===== config.mk =====
export PLATFORM = sky130hd
export DESIGN_NAME = fb_scanout_flat
export DESIGN_NICKNAME = d
export VERILOG_FILES = /design/src/rtl/fb_scanout_if.sv /design/src/rtl/fb_scanout.sv /design/src/flat_wrapper.sv
export SDC_FILE = /design/constraint.sdc
export NUM_CORES = 1
export LEC_CHECK = 0
export ABC_AREA = 1
export BUFFER_PORTS_ARGS = -buffer_cell sky130_fd_sc_hd__buf_2
export CAP_MARGIN = 20
export CORE_MARGIN = 2
export CORE_UTILIZATION = 40
export DETAILED_ROUTE_END_ITERATION = 12
export GPL_ROUTABILITY_DRIVEN = 0
export GPL_TIMING_DRIVEN = 0
export PLACE_DENSITY_LB_ADDON = 0.15
export RECOVER_POWER = 25
export REMOVE_ABC_BUFFERS = 1
export SLEW_MARGIN = 20
export SYNTH_ARGS = -nofsm -noshare
export SYNTH_HDL_FRONTEND = slang
export SYNTH_SLANG_ARGS = --single-unit

===== constraint.sdc =====
create_clock -name clk -period 4.8 [get_ports clk]
set_input_delay 0.24 -clock clk [delete_from_list [all_inputs] [get_ports clk]]
set_output_delay 0.24 -clock clk [all_outputs]
set_load 0.02 [all_outputs]

===== src/rtl/fb_scanout_if.sv =====
// Image-memory read port plus display-side valid/ready pixel stream of the frame-buffer reader.
// The master modport is the scanout engine; the slave modport is the memory/sink side.
interface fb_scanout_if;
    logic [19:0] IM_A;
    logic [23:0] IM_Q;
    logic        IM_WEN;
    logic [23:0] pix_data;
    logic        pix_valid;
    logic        pix_ready;
    logic        pix_sof;
    logic        pix_eol;

    modport master (
        output IM_A, IM_WEN, pix_data, pix_valid, pix_sof, pix_eol,
        input  IM_Q, pix_ready
    );

    modport slave (
        input  IM_A, IM_WEN, pix_data, pix_valid, pix_sof, pix_eol,
        output IM_Q, pix_ready
    );
endinterface


===== src/rtl/fb_scanout.sv =====
// Frame-buffer scanout: fetches the frame base from the IM header word, then streams W*H
// RGB888 pixels from image memory through a small first-word-fall-through FIFO to the sink.
module fb_scanout #(
    parameter int          W          = 256,
    parameter int          H          = 256,
    parameter int          FIFO_DEPTH = 4,
    parameter logic [19:0] HDR_ADDR   = 20'd0
) (
    input  logic         clk,
    input  logic         reset,
    input  logic         start,
    output logic         busy,
    output logic         done,
    fb_scanout_if.master bus
);
    localparam int NPIX = W * H;
    localparam int IW   = $clog2(NPIX + 1);
    localparam int CW   = (W > 1) ? $clog2(W) : 1;
    localparam int PW   = $clog2(FIFO_DEPTH);
    localparam int KW   = $clog2(FIFO_DEPTH + 1);

    typedef enum logic [1:0] {IDLE, HDR_REQ, HDR_WAIT, STREAM} state_t;

    state_t        state_q, state_d;
    logic [19:0]   fbBase_q, fbBase_d;
    logic [IW-1:0] rdIdx_q, rdIdx_d;
    logic [CW-1:0] col_q, col_d;
    logic          inflight_q;
    logic          inflightSof_q, inflightEol_q;
    logic [19:0]   imA_q, imA_d;
    logic          done_q, done_d;
    logic [25:0]   fifoMem_q [FIFO_DEPTH];
    logic [PW-1:0] wrPtr_q, rdPtr_q;
    logic [KW-1:0] count_q;

    logic          issue, canIssue, push, pop, issueSof, issueEol;
    logic [25:0]   head;

    // Occupancy counts the read in flight so a full FIFO can never be overrun by late data.
    assign canIssue = (rdIdx_q < IW'(NPIX)) && ((int'(count_q) + int'(inflight_q)) < FIFO_DEPTH);
    assign push     = inflight_q;
    assign pop      = (count_q != '0) && bus.pix_ready;
    assign issueSof = (rdIdx_q == '0);
    assign issueEol = (col_q == CW'(W - 1));

    always_comb begin
        state_d  = state_q;
        fbBase_d = fbBase_q;
        rdIdx_d  = rdIdx_q;
        col_d    = col_q;
        imA_d    = imA_q;
        done_d   = 1'b0;
        issue    = 1'b0;
        unique case (state_q)
            IDLE: begin
                imA_d = '0;
                if (start) begin
                    state_d = HDR_REQ;
                    rdIdx_d = '0;
                    col_d   = '0;
                end
            end
            HDR_REQ: begin
                imA_d   = HDR_ADDR;
                state_d = HDR_WAIT;
            end
            HDR_WAIT: begin
                fbBase_d = bus.IM_Q[19:0];
                state_d  = STREAM;
            end
            STREAM: begin
                issue = canIssue;
                if (issue) begin
                    imA_d   = fbBase_q + 20'(rdIdx_q);
                    rdIdx_d = rdIdx_q + 1'b1;
                    col_d   = issueEol ? '0 : col_q + 1'b1;
                end
                // The final handshake is the only pop left once everything is issued and landed.
                if (rdIdx_q == IW'(NPIX) && !inflight_q && count_q == KW'(1) && pop) begin
                    state_d = IDLE;
                    done_d  = 1'b1;
                end
            end
            default: state_d = IDLE;
        endcase
    end

    always_ff @(posedge clk or posedge reset) begin
        if (reset) begin
            state_q       <= IDLE;
            fbBase_q      <= '0;
            rdIdx_q       <= '0;
            col_q         <= '0;
            inflight_q    <= 1'b0;
            inflightSof_q <= 1'b0;
            inflightEol_q <= 1'b0;
            imA_q         <= '0;
            done_q        <= 1'b0;
        end else begin
            state_q       <= state_d;
            fbBase_q      <= fbBase_d;
            rdIdx_q       <= rdIdx_d;
            col_q         <= col_d;
            inflight_q    <= issue;
            inflightSof_q <= issue & issueSof;
            inflightEol_q <= issue & issueEol;
            imA_q         <= imA_d;
            done_q        <= done_d;
        end
    end

    always_ff @(posedge clk or posedge reset) begin
        if (reset) begin
            for (int i = 0; i < FIFO_DEPTH; i++) fifoMem_q[i] <= '0;
            wrPtr_q <= '0;
            rdPtr_q <= '0;
            count_q <= '0;
        end else begin
            if (push) begin
                fifoMem_q[wrPtr_q] <= {inflightSof_q, inflightEol_q, bus.IM_Q};
                wrPtr_q            <= wrPtr_q + 1'b1;
            end
            if (pop) rdPtr_q <= rdPtr_q + 1'b1;
            if (push && !pop)      count_q <= count_q + 1'b1;
            else if (!push && pop) count_q <= count_q - 1'b1;
        end
    end

    assign head          = fifoMem_q[rdPtr_q];
    assign bus.pix_valid = (count_q != '0);
    assign bus.pix_data  = bus.pix_valid ? head[23:0] : '0;
    assign bus.pix_eol   = bus.pix_valid & head[24];
    assign bus.pix_sof   = bus.pix_valid & head[25];
    assign bus.IM_A      = imA_d;
    assign bus.IM_WEN    = 1'b1;
    assign busy          = (state_q != IDLE);
    assign done          = done_q;
endmodule

===== src/flat_wrapper.sv =====
// flat-port wrapper written by rule: the top's interface ports become plain ports
module fb_scanout_flat 
#(
    parameter int          W          = 256,
    parameter int          H          = 256,
    parameter int          FIFO_DEPTH = 4,
    parameter logic [19:0] HDR_ADDR   = 20'd0
)
  (clk, reset, start, busy, done, bus_IM_A, bus_IM_WEN, bus_pix_data, bus_pix_valid, bus_pix_sof, bus_pix_eol, bus_IM_Q, bus_pix_ready);
  fb_scanout_if bus_i ();
  input  logic clk;
  input  logic reset;
  input  logic start;
  output logic busy;
  output logic done;
  output wire logic [$bits(bus_i.IM_A)-1:0] bus_IM_A;
  output wire logic [$bits(bus_i.IM_WEN)-1:0] bus_IM_WEN;
  output wire logic [$bits(bus_i.pix_data)-1:0] bus_pix_data;
  output wire logic [$bits(bus_i.pix_valid)-1:0] bus_pix_valid;
  output wire logic [$bits(bus_i.pix_sof)-1:0] bus_pix_sof;
  output wire logic [$bits(bus_i.pix_eol)-1:0] bus_pix_eol;
  input wire logic [$bits(bus_i.IM_Q)-1:0] bus_IM_Q;
  input wire logic [$bits(bus_i.pix_ready)-1:0] bus_pix_ready;
  assign bus_IM_A = bus_i.IM_A;
  assign bus_IM_WEN = bus_i.IM_WEN;
  assign bus_pix_data = bus_i.pix_data;
  assign bus_pix_valid = bus_i.pix_valid;
  assign bus_pix_sof = bus_i.pix_sof;
  assign bus_pix_eol = bus_i.pix_eol;
  assign bus_i.IM_Q = bus_IM_Q;
  assign bus_i.pix_ready = bus_pix_ready;
  fb_scanout #(.W(W), .H(H), .FIFO_DEPTH(FIFO_DEPTH), .HDR_ADDR(HDR_ADDR)) u_core (.clk(clk), .reset(reset), .start(start), .busy(busy), .done(done), .bus(bus_i));
endmodule

# After elaboration in Yosys (flattened, before gate mapping)
# Cells that the tools add are included.
# word_totals
ff_bits	182
latch_bits	0
mem_bits_rw	0
romBits	0
in_bits	28
mem_count	0
# classes
add_sub_neg	8
multipliers	0
n_div	0
order_cmp	5
n_eq_ne	9
n_shift	0
n_mux	24
bitwise	6
reduce_logical	19
# op_table
cell	n
bitwise mux 104 bit	1
2-to-1 mux 26 bit	3
binary-select mux 26 bit (select 2 bit)	1
demux 26 bit (select 2 bit)	1
case mux 20 bit (2 select lines)	1
2-to-1 mux 17 bit	2
case mux 17 bit (2 select lines)	1
< comparator 32 x 4 -> 1 bit (second input constant)	1
2-to-1 mux 24 bit	1
2-to-1 mux 8 bit	3
adder 20 x 17 -> 20 bit	1
2-to-1 mux 20 bit	1
adder 17 x 1 -> 17 bit (second input constant)	1
equality test 17 bit (second input constant)	1
zero test 17 bit	1
< comparator 17 bit (second input constant)	1
case mux 8 bit (2 select lines)	1
adder 8 x 1 -> 8 bit (second input constant)	1
equality test 8 bit (second input constant)	1
logical AND 1 bit	8
case mux 2 bit (4 select lines)	1
greater-or-equal comparator 3 bit (second input constant)	2
2-to-1 mux 3 bit	2
inverter 2 -> 3 bit	2
other kinds (20)	32

# Logic depth before layout (Yosys ltp)
# Gate-level depths: netlist of run 1.
# depth
depth_word	6
mapped_depth	14
mapped_depth_nobuf	14

# Worst setup path before layout of run 1
# No wires, ideal clock.
# synth_path
path_type	reg-to-output
startpoint	register u_core.rdIdx_q[0]
endpoint	output bus_IM_A[16]
t_arrival_ns	1.828
slack_ns	2.732
stages_incl_launch_ff	15
path_buffers	0
path_cell_list	dfrtp_1 ha_1 inv_1 fa_1 inv_1 nand3_1 nand3_1 nand2_1 nand2_1 nand2_1 nand2_1 nand2_1 nand3_1 nand2_1 nand2_1
# synth_via
elab_chain_cells	4
elab_cells_between_ends	5
# synth_lines
item	line	rtl
start, declared	fb_scanout.sv:26	logic [IW-1:0] rdIdx_q, rdIdx_d;
start signal, assigned	fb_scanout.sv:102	rdIdx_q <= rdIdx_d;
< comparator 17 bit	fb_scanout.sv:40	assign canIssue = (rdIdx_q < IW'(NPIX)) && ((int'(count_q) + int'(inflight_q)) < FIFO_DEPTH);
logical AND 1 bit	fb_scanout.sv:40	
2-to-1 mux 20 bit *	fb_scanout.sv:73	if (issue) begin
case mux 20 bit (2 select lines) *	fb_scanout.sv:54	unique case (state_q)
end, declared	flat_wrapper.sv:16	output wire logic [$bits(bus_i.IM_A)-1:0] bus_IM_A;
# Every way passes the cells marked *; elsewhere a longest branch is shown, timed or not.

# Worst setup path after layout of run 1
# layout_path
startpoint	register u_core.state_q[0]
endpoint	output bus_IM_A[5]
# layout_via
elab_chain_cells	3
elab_cells_between_ends	5
# layout_lines
item	line	rtl
start, declared	fb_scanout.sv:24	state_t state_q, state_d;
start signal, assigned	fb_scanout.sv:100	state_q <= state_d;
equality test 2 x 1 -> 1 bit / zero test 2 bit (equally long branches)	fb_scanout.sv:54	
OR reduction 2 bit (no line)	--	
case mux 20 bit (2 select lines) *	fb_scanout.sv:54	
# Marks and branches as above.

==> results.txt, run 1 <==
Mapped Area: 9630 um^2
Worst skew pair latency: 440 ps
Max Fclk: 286 MHz
Critical Path, Cell by Cell: inv_1, ha_1, inv_1, nand2_1, a21oi_1, o21ai_0, o21ai_0, buf_2
Final Non-Filler Cells: 1647
Max Cap Viol: 2
Worst Path Arrival: 3260 ps
Chip height: 159 um
Unrepaired setup endpoints after global routing: false
Clk_skew: 12.6 ps
Peak supply drop: 206 uV
First-pass GRT wire length: 40.3 mm
Hold_ws: 53.5 ps
Post-CTS setup buffers: 0
IO Pins: 78
Cell Rows: 56
Nets: 1376
Failing checks: capacitance limit, slew limit
Crit path max fanout: 21
CTS Buf Count: 17
Die extent in x: 159 um
Post-DP HPWL: 16.5 mm
Yosys reg bits: 182
Placed Cells incl. Taps: 1613
Avg Synthesized Cell Area: 7.61 um^2
Antenna cells: 0
CP Launch Type: flip-flop
Hold Buf Count CTS: 1
Total Power: 0.00440 W
R2r setup slk: 2020 ps
Worst R2R End: u_core.imA_q[5]
Setup crit end: bus_IM_A[5]
Layout cell share with drive strength beyond 1: 10.5%
Gr usage total: 19.6%
Status: finished with violations
Crit path time final: 3500 ps
Clock Tree Root: clkbuf_16
Relative slew margins: -19.5%
Grt total ovfl: 0
DRC violations left: 0
Power density cells: 400 nW/um^2
DR vias: 8133
Req. time, crit path: 4560 ps
CP Launch Point: u_core.state_q[0]
Critical path class: flip-flop to primary output
Die Area: 25300 um^2
Syn. warnings: 0
Worst R2R Start: u_core.state_q[0]
R2r worst-path depth: 7
Clock buffer depth: 2
Worst hold path class: input port to flip-flop
Register area share after synthesis: 47.3%
Initial antenna violation count: 0
Largest net degree at the start of global routing: 82
Starting Density: 40.9%
Worst slew pin tran: 1780 ps
Clk pin slew, worst setup/hold paths: 80 ps
PortBufs: 76
Cts repair resizes: 0
Setup-failing EPs final: 0
H-tree depth: 4
Max stage delay on crit path: 860 ps
Syn Inst Count: 1265
Core area: 23500 um^2
Share of the cycle needed by the critical path after routing: 72.9%
Leakage Power: 5.55 nW
Worst Setup End Kind: primary output
Post-DR vias/cell: 4.94
Final WL: 24.1 mm
WL/cell: 14.6 um
Antenna-violating nets left: 0
Final Hold Viols: 0
Max Slew Vio Count: 104
Drt first pass iters: 5
Library cells used by synthesis: 38
Area grow syn2layout: 14.4%
Slowest cell on crit path: ha_1
Vias in the first global route: 7723
1st-iter DRT viols: 679
Sink Count: 182
TritonCTS clock tree: done
how the worst min path moves through the flow:
stage | start | endpoint | slack [ps] | depth (start not counted)
after CTS | bus_IM_Q[18] | u_core.fbBase_q[18] | 40 | 3
after floorplan | bus_IM_Q[17] | u_core.fbBase_q[17] | 360 | 2
after global placement | u_core.fifoMem_q[7] | u_core.fifoMem_q[7] | 460 | 2
after detailed placement | reset | u_core.imA_q[19] | 240 | 2
final | bus_IM_Q[17] | u_core.fbBase_q[17] | 50 | 3
after global routing | bus_IM_Q[18] | u_core.fbBase_q[18] | 60 | 3
flip-flops by register name (all words and copies together) (netlist names):
register / cells
u_core.col_q: 8
u_core.fbBase_q: 20
u_core.rdIdx_q: 17
u_core.count_q: 3
u_core.fifoMem_q: 104
u_core.wrPtr_q: 2
u_core.state_q: 2
u_core.inflightEol_q: 1
u_core.inflight_q: 1
u_core.inflightSof_q: 1
u_core.done: 1
u_core.rdPtr_q: 2
u_core.imA_q: 20
through the flow:
step                instance area (um^2)  setup TNS [ps]  util, %  worst slack (ps)
floorplan                           9370          -69830        -              -384
global placement                   10100         -513830     43.1             -2850
detailed placement                 10400               0     44.1              1230
CTS                                11000               0     46.8               739
global route                       11000               0     46.8               934
finish                             11000               0     46.8              1300
power by group:
part | internal (W) | total [W] | switching, W
logic | 0.000413 | 0.00122 | 0.000807
clock network | 0.000837 | 0.00149 | 0.000652
registers | 0.00157 | 0.00169 | 0.000128
cell families (layout without fill, tap and decap cells):
kind of cell    Yosys count  after routing  share of synthesized area [%]
buf+inv                 185            248                           7.80
other cells               1              1                         0.0389
fa+ha+maj                33             33                           4.37
simple gates            570            570                           24.3
flops                   182            182                           47.3
mux                       1              1                          0.104
xor+xnor                 14             14                           1.27
compound gates          279            279                           14.9
critical path, delay by kind of cell (launching register included):
kind	cells	cell delay, ps
DFF	1	410
AOI/OAI and AO/OA	3	300
buffers and inverters	3	710
and+or+nand+nor	1	540
adders and majority gates	1	860
cell usage in the layout, fill, tap and decap left out, types with 17 or more instances in the layout:
cell type / synthesis / final
clkbuf_16: 0 / 17
buf_2: 13 / 76
ha_1: 32 / 32
nand3_1: 48 / 48
nand2_1: 297 / 293
nor2_1: 181 / 181
a21oi_1: 48 / 48
dfrtp_1: 182 / 180
inv_1: 126 / 124
o21ai_0: 220 / 220
nand4_1: 17 / 17
routing by layer:
layer	GRT usage, %	routed length (um)
met1	27.7	12000
met2	31.3	10900
met3	3.70	947
met4	4.50	272
met5	0	0
synthesized netlist by cell type (all sizes together):
cell type  number  area share [%]
a21oi          48             2.5
and2            2            0.13
buf            22             1.4
clkbuf         34             1.3
clkinv          1           0.039
conb            1           0.039
dfrtp         182              47
fa              1            0.21
ha             32             4.2
inv           128             5.0
mux2i           1            0.10
nand2         299              12
nand3          50             2.7
nand4          17             1.1
nor2          183             7.3
nor3           17            0.99
nor3b           1           0.078
nor4            1            0.13
o211ai          1           0.078
o21a            2            0.16
o21ai         224              12
o221ai          1           0.091
o31ai           3            0.29
xnor2           4            0.36
xor2           10            0.91
cell type report:
type                    instances  area [um^2]
well taps                     319          399
multi-input cells             898         4340
clock inverters                14          189
inverters                     129          488
clock buffers                  18          429
flip-flops and latches        182         4560
repair buffers                 87          613
fillers                      2399        12500
Note: power is estimated with default switching activity, not from simulation.
==> run 2: changes to the inputs <==
Clock period 4.8 ns to 3.4 ns, I/O delays scaled along.
==> run 2 against run 1 <==
- the flow still finishes with violations (capacitance limit, slew limit)
- count of clock-buffer cells in the layout unchanged
- clock power up 41%
- clock skew down 1.2 ps
==> results.txt, run 2 (synthesized netlist as in run 1, its figures left out) <==
Worst skew pair latency: 430 ps (was 440 ps)
Worst Setup End Kind: primary output (unchanged)
Post-DP HPWL: 16.5 mm (unchanged)
CTS Buf Count: 17 (unchanged)
WL met3: 1.00 mm (was 947 um)
Max Slew Vio Count: 39 (was 104)
CP bufs+invs: 3 (unchanged)
Starting Density: 40.9% (unchanged)
IO Pins: 78 (unchanged)
Filler Cells Inserted: 2399 (unchanged)
Worst Path Arrival: 2830 ps (was 3260 ps)
Post-DR vias/cell: 4.95 (was 4.94)
Relative slew margins: -19.8% (was -19.5%)
PortBufs: 76 (unchanged)
Area grow syn2layout: 14.6% (was 14.4%)
Hold_ws: 42.9 ps (was 53.5 ps)
DP Worst Slack: -101 ps (was 1230 ps)
Antenna-violating nets left: 0 (unchanged)
Max Fclk: 334 MHz
Chip height: 159 um (unchanged)
Commonest cells after routing, fill and taps aside: nand2_1, o21ai_0, nor2_1 (unchanged)
Worst hold path class: input port to flip-flop (unchanged)
Max stage delay on crit path: 610 ps (was 860 ps)
Commonest non-fill, non-tap cell in the layout: nand2_1 (unchanged)
Vias in the first global route: 7768 (was 7723)
Clk pin slew, worst setup/hold paths: 80 ps (about the same)
Final Hold Viols: 0 (unchanged)
Grt total ovfl: 0 (unchanged)
Die extent in x: 159 um (unchanged)
Antenna cells: 0 (unchanged)
Cell Rows: 56 (unchanged)
Peak supply drop: 290 uV (was 206 uV)
Critical path class: flip-flop to primary output (unchanged)
Core area: 23500 um^2 (unchanged)
Failing checks: capacitance limit, slew limit (unchanged)
H-tree depth: 4 (unchanged)
Final WL: 24.3 mm (was 24.1 mm)
Largest Register: u_core.fifoMem_q (unchanged)
DR vias: 8168 (was 8133)
TritonCTS clock tree: done (unchanged)
Final core occ: 46.9% (was 46.8%)
Setup-failing EPs final: 0 (unchanged)
Largest register FFs: 104 (unchanged)
Clk_skew: 11.4 ps (was 12.6 ps)
Nets: 1380 (was 1376)
Power density cells: 563 nW/um^2 (was 400 nW/um^2)
Crit path max fanout: 23 (was 21)
CP Launch Type: flip-flop (unchanged)
Metal2 WL: 11.0 mm (was 10.9 mm)
Slowest cell on crit path: ha_2 (was ha_1)
CP top delay family: buffers and inverters (was adder cells)
Most used cell, CP: o21ai_0
Met1 wire length: 12.0 mm (about the same)
Multi-input gate area: 4350 um^2 (was 4340 um^2)
WL/cell: 14.7 um (was 14.6 um)
Max Cap Viol: 1 (was 2)
Share of the cycle needed by the critical path after routing: 88.2%
First-pass GRT wire length: 40.6 mm (was 40.3 mm)
Status: finished with violations (unchanged)
Leakage Power: 5.55 nW (about the same)
Gr usage total: 19.7% (was 19.6%)
Layout cell share with drive strength beyond 1: 10.9% (was 10.5%)
FF/Latch Area: 4560 um^2 (unchanged)
Worst slew pin tran: 1790 ps (was 1780 ps)
Critical Path, Cell by Cell: inv_1, ha_2, clkinvlp_4, nand2_2, a21oi_1, o21ai_0, o21ai_0, buf_2 (was inv_1, ha_1, inv_1, nand2_1, a21oi_1, o21ai_0, o21ai_0, buf_2)
Sink Count: 182 (unchanged)
Clock buffer depth: 2 (unchanged)
Biggest regs: u_core.fifoMem_q: 104 flops, u_core.fbBase_q: 20 flops, u_core.imA_q: 20 flops (unchanged)
Req. time, crit path: 3230 ps (was 4560 ps)
DRC violations left: 0 (unchanged)
Total Power: 0.00622 W (was 0.00440 W)
Clock Tree Root: clkbuf_16 (unchanged)
1st-iter DRT viols: 648 (was 679)
Initial antenna violation count: 0 (unchanged)
Unrepaired setup endpoints after global routing: false (unchanged)
Die Area: 25300 um^2 (unchanged)
Drt first pass iters: 5 (unchanged)
Top layer used by detailed routing: met4 (unchanged)
Fin worst setup slack: 403 ps (was 1300 ps)
Crit path time final: 3000 ps
Largest net degree at the start of global routing: 82 (unchanged)
-- run 2: worst register-to-register path: cells and delay by family (launching register included) --
kind | cells | cell delay, ps
buf+inv | 3 | 810
simple gates | 4 | 770
flops | 1 | 530
compound gates | 3 | 330
-- run 2: metrics by stage --
step,cell area (um^2),cells,setup TNS [ps]
floorplan,9370,1209,-311890
global placement,10100,1604,-776500
detailed placement,10400,1613,-460
CTS,11100,1650,0
global route,11000,1651,0
finish,11000,1651,0
-- run 2: metal layers --
layer	vias to the layer above	global-route usage (%)
li1	4185	-
met1	3812	27.9
met2	157	31.6
met3	14	3.65
met4	0	4.50
met5	-	0
-- run 2: timing repair --
action | in CTS | in global routing
gates resized for setup | 3 | 1
endpoints found under the setup margin | 41 | 15
gates cloned | 1 | 1
hold buffers | 4 | 0
setup buffers | 0 | 0
endpoints found under the hold margin | 40 | 0
-- run 2: cell type report --
| class | instances | share of cell area (%) |
|---|---|---|
| tap | 319 | 3.62 |
| inverter | 129 | 4.47 |
| timing repair inverter | 2 | 0.0907 |
| clock inverter | 14 | 1.71 |
| timing repair buffer | 89 | 5.60 |
| sequential | 182 | 41.3 |
| multi-input combinational | 898 | 39.4 |
| clock buffer | 18 | 3.89 |
-- run 2: where the power goes --
group / internal [W] / leakage [nW] / total (W) / switching [W]
Sequential: 0.00221 / 1.91 / 0.00239 / 0.000182
Combinational: 0.000583 / 3.34 / 0.00172 / 0.00114
Clock: 0.00118 / 0.298 / 0.00210 / 0.000922
Total: 0.00397 / 5.55 / 0.00622 / 0.00224
-- run 2: final timing paths --
check	from	to	slack [ps]	cells past startpoint
worst max register to register	u_core.inflight_q	u_core.col_q[5]	840	10
worst min-delay path	bus_IM_Q[23]	u_core.fifoMem_q[75]	40	3
max in group asynchronous	reset	u_core.rdPtr_q[0]	610	5
worst max-delay path	u_core.state_q[0]	bus_IM_A[6]	400	8
worst min register to register	u_core.fifoMem_q[53]	u_core.fifoMem_q[53]	480	2
min in group asynchronous	reset	u_core.fbBase_q[18]	730	3
